File: config.mk
export PLATFORM = sky130hd
export DESIGN_NAME = psk_modulator
export DESIGN_NICKNAME = d
export VERILOG_FILES = /design/src/rtl/psk_pkg.sv /design/src/rtl/psk_phase_select.sv /design/src/rtl/psk_modulator.sv
export SDC_FILE = /design/constraint.sdc
export NUM_CORES = 1
export LEC_CHECK = 0
export BUFFER_PORTS_ARGS = -buffer_cell sky130_fd_sc_hd__buf_2
export CAP_MARGIN = 0
export CORE_MARGIN = 10
export CORE_UTILIZATION = 55
export DETAILED_ROUTE_END_ITERATION = 12
export PLACE_DENSITY = 0.82
export SYNTH_ARGS = -nofsm -noshare
export SYNTH_HDL_FRONTEND = slang
export SYNTH_SLANG_ARGS = --single-unit
File: constraint.sdc
create_clock -name sychronizer -period 2.55 [get_ports sychronizer]
set_input_delay 0.1275 -clock sychronizer [delete_from_list [all_inputs] [get_ports sychronizer]]
set_output_delay 0.1275 -clock sychronizer [all_outputs]
set_load 0.005 [all_outputs]
File: src/rtl/psk_pkg.sv
// Shared types and the symbol-to-phase Gray mapping for the BPSK/QPSK modulator.
package psk_pkg;

  typedef enum logic {
    MODE_BPSK = 1'b0,
    MODE_QPSK = 1'b1
  } mode_e;

  typedef enum logic {
    ST_IDLE = 1'b0,
    ST_SEND = 1'b1
  } state_e;

  typedef logic [1:0] phase_t;

  localparam phase_t PH_0   = 2'd0;
  localparam phase_t PH_90  = 2'd1;
  localparam phase_t PH_180 = 2'd2;
  localparam phase_t PH_270 = 2'd3;

  // BPSK uses sym[0] only; QPSK sym[1] is the first bit received.
  function automatic phase_t sym_to_phase(input mode_e m, input logic [1:0] sym);
    phase_t ph;
    if (m == MODE_BPSK) begin
      ph = sym[0] ? PH_0 : PH_180;
    end else begin
      case (sym)
        2'b00:   ph = PH_0;
        2'b01:   ph = PH_90;
        2'b11:   ph = PH_180;
        2'b10:   ph = PH_270;
        default: ph = PH_0;
      endcase
    end
    return ph;
  endfunction

endpackage

File: src/rtl/psk_phase_select.sv
// Picks +I, +Q, -I or -Q for a phase code; negation saturates the most negative code.
module psk_phase_select
  import psk_pkg::*;
#(
  parameter int WIDTH = 12
) (
  input  logic [WIDTH-1:0] i_i,
  input  logic [WIDTH-1:0] q_i,
  input  phase_t           phase_i,
  output logic [WIDTH-1:0] sample_o
);

  localparam logic [WIDTH-1:0] MOST_NEG = {1'b1, {(WIDTH-1){1'b0}}};
  localparam logic [WIDTH-1:0] MOST_POS = {1'b0, {(WIDTH-1){1'b1}}};

  function automatic logic [WIDTH-1:0] sat_neg(input logic [WIDTH-1:0] x);
    logic [WIDTH-1:0] r;
    if (x == MOST_NEG) begin
      r = MOST_POS;
    end else begin
      r = (~x) + {{(WIDTH-1){1'b0}}, 1'b1};
    end
    return r;
  endfunction

  always_comb begin
    sample_o = i_i;
    case (phase_i)
      PH_0:    sample_o = i_i;
      PH_90:   sample_o = q_i;
      PH_180:  sample_o = sat_neg(i_i);
      PH_270:  sample_o = sat_neg(q_i);
      default: sample_o = i_i;
    endcase
  end

endmodule

File: src/rtl/psk_modulator.sv
// BPSK/QPSK modulator: serial bit collector, IDLE/SEND symbol FSM with per-symbol
// sample counter, and a registered output stage fed by a registered carrier.
module psk_modulator
  import psk_pkg::*;
#(
  parameter int WIDTH = 12,
  parameter int SPS   = 8
) (
  input  logic             sychronizer,
  input  logic             reset_n,
  input  logic [WIDTH-1:0] carrier_i,
  input  logic [WIDTH-1:0] carrier_q,
  input  logic             mode,
  input  logic             bit_in,
  input  logic             bit_valid,
  output logic             bit_ready,
  output logic [WIDTH-1:0] signal_out,
  output logic             sym_strobe,
  output logic             active,
  output logic             underrun
);

  localparam int CW = $clog2(SPS);
  localparam logic [CW-1:0] CTR_LAST = CW'(SPS - 1);

  logic             rel_q;
  logic [1:0]       buf_q, buf_d;
  logic [1:0]       cnt_q, cnt_d;
  mode_e            bmode_q, bmode_d;
  state_e           state_q, state_d;
  logic [1:0]       sym_q, sym_d;
  mode_e            smode_q, smode_d;
  logic [CW-1:0]    ctr_q, ctr_d;
  logic             urp_q, urp_d;
  logic [WIDTH-1:0] ci_q, cq_q;
  logic [WIDTH-1:0] sig_q, sig_d;
  logic             strobe_q, strobe_d;
  logic             active_q, active_d;
  logic             underrun_q;

  logic [1:0]       k_s;
  logic             full_s;
  logic             accept_s;
  logic             last_s;
  logic             load_s;
  logic [WIDTH-1:0] sel_s;

  assign k_s       = (bmode_q == MODE_QPSK) ? 2'd2 : 2'd1;
  assign full_s    = (cnt_q == k_s);
  assign bit_ready = rel_q & ~full_s;
  assign accept_s  = bit_valid & bit_ready;
  assign last_s    = (ctr_q == CTR_LAST);
  assign load_s    = full_s & ((state_q == ST_IDLE) | last_s);

  // A load empties the buffer first, so a bit accepted in the same cycle starts a fresh symbol.
  always_comb begin
    buf_d   = load_s ? 2'b00 : buf_q;
    cnt_d   = load_s ? 2'd0 : cnt_q;
    bmode_d = bmode_q;
    if (accept_s) begin
      if (cnt_d == 2'd0) begin
        bmode_d = mode_e'(mode);
        buf_d   = {1'b0, bit_in};
        cnt_d   = 2'd1;
      end else begin
        buf_d = {buf_d[0], bit_in};
        cnt_d = cnt_d + 2'd1;
      end
    end else begin
      bmode_d = bmode_q;
    end
  end

  always_comb begin
    state_d = state_q;
    sym_d   = sym_q;
    smode_d = smode_q;
    ctr_d   = ctr_q;
    urp_d   = 1'b0;
    case (state_q)
      ST_IDLE: begin
        ctr_d = '0;
        if (load_s) begin
          state_d = ST_SEND;
          sym_d   = buf_q;
          smode_d = bmode_q;
        end else begin
          state_d = ST_IDLE;
        end
      end
      ST_SEND: begin
        if (!last_s) begin
          ctr_d = ctr_q + CW'(1);
        end else if (full_s) begin
          sym_d   = buf_q;
          smode_d = bmode_q;
          ctr_d   = '0;
        end else begin
          state_d = ST_IDLE;
          ctr_d   = '0;
          urp_d   = 1'b1;
        end
      end
      default: begin
        state_d = ST_IDLE;
        ctr_d   = '0;
      end
    endcase
  end

  psk_phase_select #(.WIDTH(WIDTH)) u_sel (
    .i_i      (ci_q),
    .q_i      (cq_q),
    .phase_i  (sym_to_phase(smode_q, sym_q)),
    .sample_o (sel_s)
  );

  always_comb begin
    sig_d    = '0;
    strobe_d = 1'b0;
    active_d = 1'b0;
    if (state_q == ST_SEND) begin
      sig_d    = sel_s;
      strobe_d = (ctr_q == '0);
      active_d = 1'b1;
    end else begin
      sig_d    = '0;
    end
  end

  always_ff @(posedge sychronizer or negedge reset_n) begin
    if (!reset_n) begin
      rel_q   <= 1'b0;
      buf_q   <= 2'b00;
      cnt_q   <= 2'd0;
      bmode_q <= MODE_BPSK;
      state_q <= ST_IDLE;
      sym_q   <= 2'b00;
      smode_q <= MODE_BPSK;
      ctr_q   <= '0;
      urp_q   <= 1'b0;
    end else begin
      rel_q   <= 1'b1;
      buf_q   <= buf_d;
      cnt_q   <= cnt_d;
      bmode_q <= bmode_d;
      state_q <= state_d;
      sym_q   <= sym_d;
      smode_q <= smode_d;
      ctr_q   <= ctr_d;
      urp_q   <= urp_d;
    end
  end

  // Carrier is registered alongside the FSM so the output stage sees a matching pair.
  always_ff @(posedge sychronizer or negedge reset_n) begin
    if (!reset_n) begin
      ci_q       <= '0;
      cq_q       <= '0;
      sig_q      <= '0;
      strobe_q   <= 1'b0;
      active_q   <= 1'b0;
      underrun_q <= 1'b0;
    end else begin
      ci_q       <= carrier_i;
      cq_q       <= carrier_q;
      sig_q      <= sig_d;
      strobe_q   <= strobe_d;
      active_q   <= active_d;
      underrun_q <= urp_q;
    end
  end

  assign signal_out = sig_q;
  assign sym_strobe = strobe_q;
  assign active     = active_q;
  assign underrun   = underrun_q;

endmodule

==> results.json <==
{
  "start_kind": "flop",
  "crit_chain": "or3_4 -> or3b_1 -> or4_1 -> nand3_1 -> a31oi_1",
  "netlist-cell-type-count": 46,
  "drc": 0,
  "root_buffer": "clkbuf_8",
  "rr_startpoint": "ci_q[2]",
  "seq_area_sq_um": 1326,
  "via_count": 2252,
  "final.setup.tns_ns": 0,
  "endpoint": "signal_out[10]",
  "die_x_microns": 88.81,
  "num_antenna_cells": 0,
  "synthTopCellsByCount": "dfrtp_1, o21ai_0, nand2_1, nor2_1, a21oi_1",
  "grt_pass1_wl_mm": 10.06,
  "synth_top_flop_cell": "dfrtp_1",
  "drv_slew": 0,
  "rsz0062_at_grt": "no",
  "finalSetupViolCount": 0,
  "p_per_area_nw_per_um2": 865.2,
  "hold_path_class": "in -> reg",
  "hpwl_mm": 4.282,
  "async_flop_share_pct": 100.0,
  "routedWlPerCell_microns": 14.98,
  "slowest_delay_ns": 0.51,
  "tightestPinTransition_ns": 0.5477,
  "final_layout_size_suffix_gt1_share_pct": 19.71,
  "cap_viol_max_count": 0,
  "numPortBuffers": 44,
  "synth_nets": 310,
  "synth_warnings": 0,
  "initial_core_util_pct": 58.19,
  "switching_power_uw": 1032,
  "slew-limit-headroom_pct": 63.49,
  "synth_top_cell_area_share_pct": 50.94,
  "numCtsBuffers": 5,
  "finalHoldViolCount": 0,
  "die_h_microns": 88.81,
  "ant_nets": 0,
  "gp_congestion": 0.9102,
  "first_pass_iters": 4,
  "reg2reg_depth": 5,
  "pre_cts_ws_ns": 0.3936,
  "synth_most_common_cell": "dfrtp_1",
  "fill_cells": 333,
  "clock.fmax_ghz": 0.4514,
  "cp_max_fo": 9,
  "seqPwrFrac_pct": 43.0,
  "ys_ff_latch": 53,
  "multiInputGateArea_sq_um": 1176,
  "grt_max_degree": 30,
  "reg2reg_to": "signal_out[10]",
  "cts_max_level": 2,
  "ir_worst_vdd_v": 0.0003802,
  "syn-instance-count": 275,
  "clkPwrFrac_pct": 16.3,
  "postSynthAreaPerCell_sq_um": 9.468,
  "antenna_found_initial": 0,
  "drt-vias-per-instance": 5.602,
  "arrival_ns": 2.39,
  "critPathRequiredTime_ns": 2.72,
  "period_share_pct": 86.87,
  "netlist_area_sq_um": 2604,
  "yosysTopAreaCell": "dfrtp_1",
  "whs_path_depth": 2,
  "cts.sinks": 53,
  "dieArea_sq_um": 7886,
  "grt_pass1_vias": 2191,
  "rows": 24,
  "layout_setup_ws_ns": 0.3347,
  "synth_edf_count": 0,
  "status": "finished clean",
  "crit_slowest_cell": "or3b_1",
  "syn_to_final_growth_pct": 24.22,
  "end_kind": "flop",
  "p_comb_share_pct": 40.7,
  "synth-seq-area-share_pct": 50.94,
  "fin_nets": 384,
  "p_int_uw": 1766,
  "routed_wl_mm": 6.020,
  "design.core.area_sq_um": 4474,
  "cts_setup_buffers": 0,
  "fin_skew_ns": 0.01135,
  "clk_pin_slew_worst_paths_ns": 0.09,
  "sw_frac_of_total_pct": 36.89,
  "track_usage_pct": 16.29,
  "cts_tree": "done",
  "synth_area_leaders": "dfrtp_1, o21ai_0, nand2_1, a21oi_1, ha_1",
  "grt.overflow.total": 0,
  "power_leakage_uw": 0.001442,
  "ioPinCount": 45,
  "clock_path_buffers": 2,
  "clk_latency_ns": 0.32,
  "reg2reg_slack_ns": 0.33,
  "drt-initial-drc-count": 98,
  "cp-startpoint": "ci_q[2]",
  "worst-setup-path-type": "reg -> reg",
  "period_needed_ns": 2.215
}
-- layout by cell type (no fill, tap or decap), drive strengths merged, types with 5 or more instances in the layout --
cell type	synthesis	routed
inv	13	13
nand3	12	12
dfrtp	53	53
xnor2	5	5
ha	6	6
a31oi	7	7
nor3	9	9
or3	5	5
a21oi	18	18
nor3b	5	5
nand2	28	28
dlygate4sd3	0	25
clkbuf	8	7
nor2	19	19
buf	2	52
o21ai	34	34
-- how the worst min path moves through the flow --
stage,slack (ns),to,from
floorplan,-0.17,active,reset_n
global placement,0.13,underrun,reset_n
detailed placement,0.13,active,reset_n
CTS,0.05,bmode_q,mode
global route,0.05,bmode_q,mode
finish,0.04,bmode_q,mode
-- stage by stage --
step / util, % / area, sq um / total power, uW / hold slack [ns] / cells
floorplan: - / 2604 / 1908 / -0.1681 / 275
global placement: 64.82 / 2900 / 2271 / 0.1272 / 369
detailed placement: 64.82 / 2900 / 2309 / 0.1340 / 369
CTS: 72.29 / 3234 / 2800 / 0.04592 / 402
global route: 72.29 / 3234 / 3027 / 0.04500 / 402
finish: 72.29 / 3234 / 2798 / 0.04307 / 402
-- state kept, by name, summed over array words and instances (netlist names), 2 cells and up --
| name | count |
|---|---|
| signal_out | 12 |
| cq_q | 12 |
| buf_q | 2 |
| ci_q | 12 |
| sym_q | 2 |
| ctr_q | 3 |
| cnt_q | 2 |
-- cells by family (layout without fill, tap and decap cells) --
family | after synthesis | count (layout) | synth area share [%]
AND/OR/NAND/NOR | 104 | 104 | 21.10
other | 1 | 1 | 0.1440
adder cells (fa/ha/maj) | 6 | 6 | 2.883
AO/OA/AOI/OAI | 76 | 76 | 17.20
flip-flops | 53 | 53 | 50.94
buffers and inverters | 24 | 99 | 3.892
XOR/XNOR | 9 | 9 | 3.027
multiplexers | 2 | 2 | 0.8169
-- metal layers --
metal	global-route usage [%]	routed length, microns
met5	0	0
met2	24.93	2743
met1	20.44	2611
met4	8.370	117
met3	4.779	548
-- power by group through the flow --
stage / Combinational [uW] / Clock (uW) / Sequential [uW]
6_report: 1140 / 455 / 1200
3_3_place_gp: 1060 / 0 / 1210
3_5_place_dp: 1090 / 0 / 1220
4_1_cts: 1130 / 467 / 1200
5_1_grt: 1290 / 505 / 1230
2_1_floorplan: 714 / 0 / 1190
-- area by class of cell --
cell class / instances / area share, %
Clock buffer: 7 / 2.360
Clock inverter: 1 / 0.2321
Inverter: 14 / 1.625
Multi-Input combinational cell: 198 / 36.36
Sequential cell: 53 / 41.01
Tap cell: 52 / 2.012
Timing Repair Buffer: 77 / 16.40
-- repair_timing --
action                    in CTS  in global routing
hold buffers                  25                  0
gates resized for setup        0                  0
hold endpoints to repair      48                  0
-- worst max-delay path, delay by kind of cell, from the launching register on --
kind	cells	cell delay [ns]
simple gates	4	1.54
compound gates	1	0.11
flops	1	0.44
(Power assumes the default switching activity.)
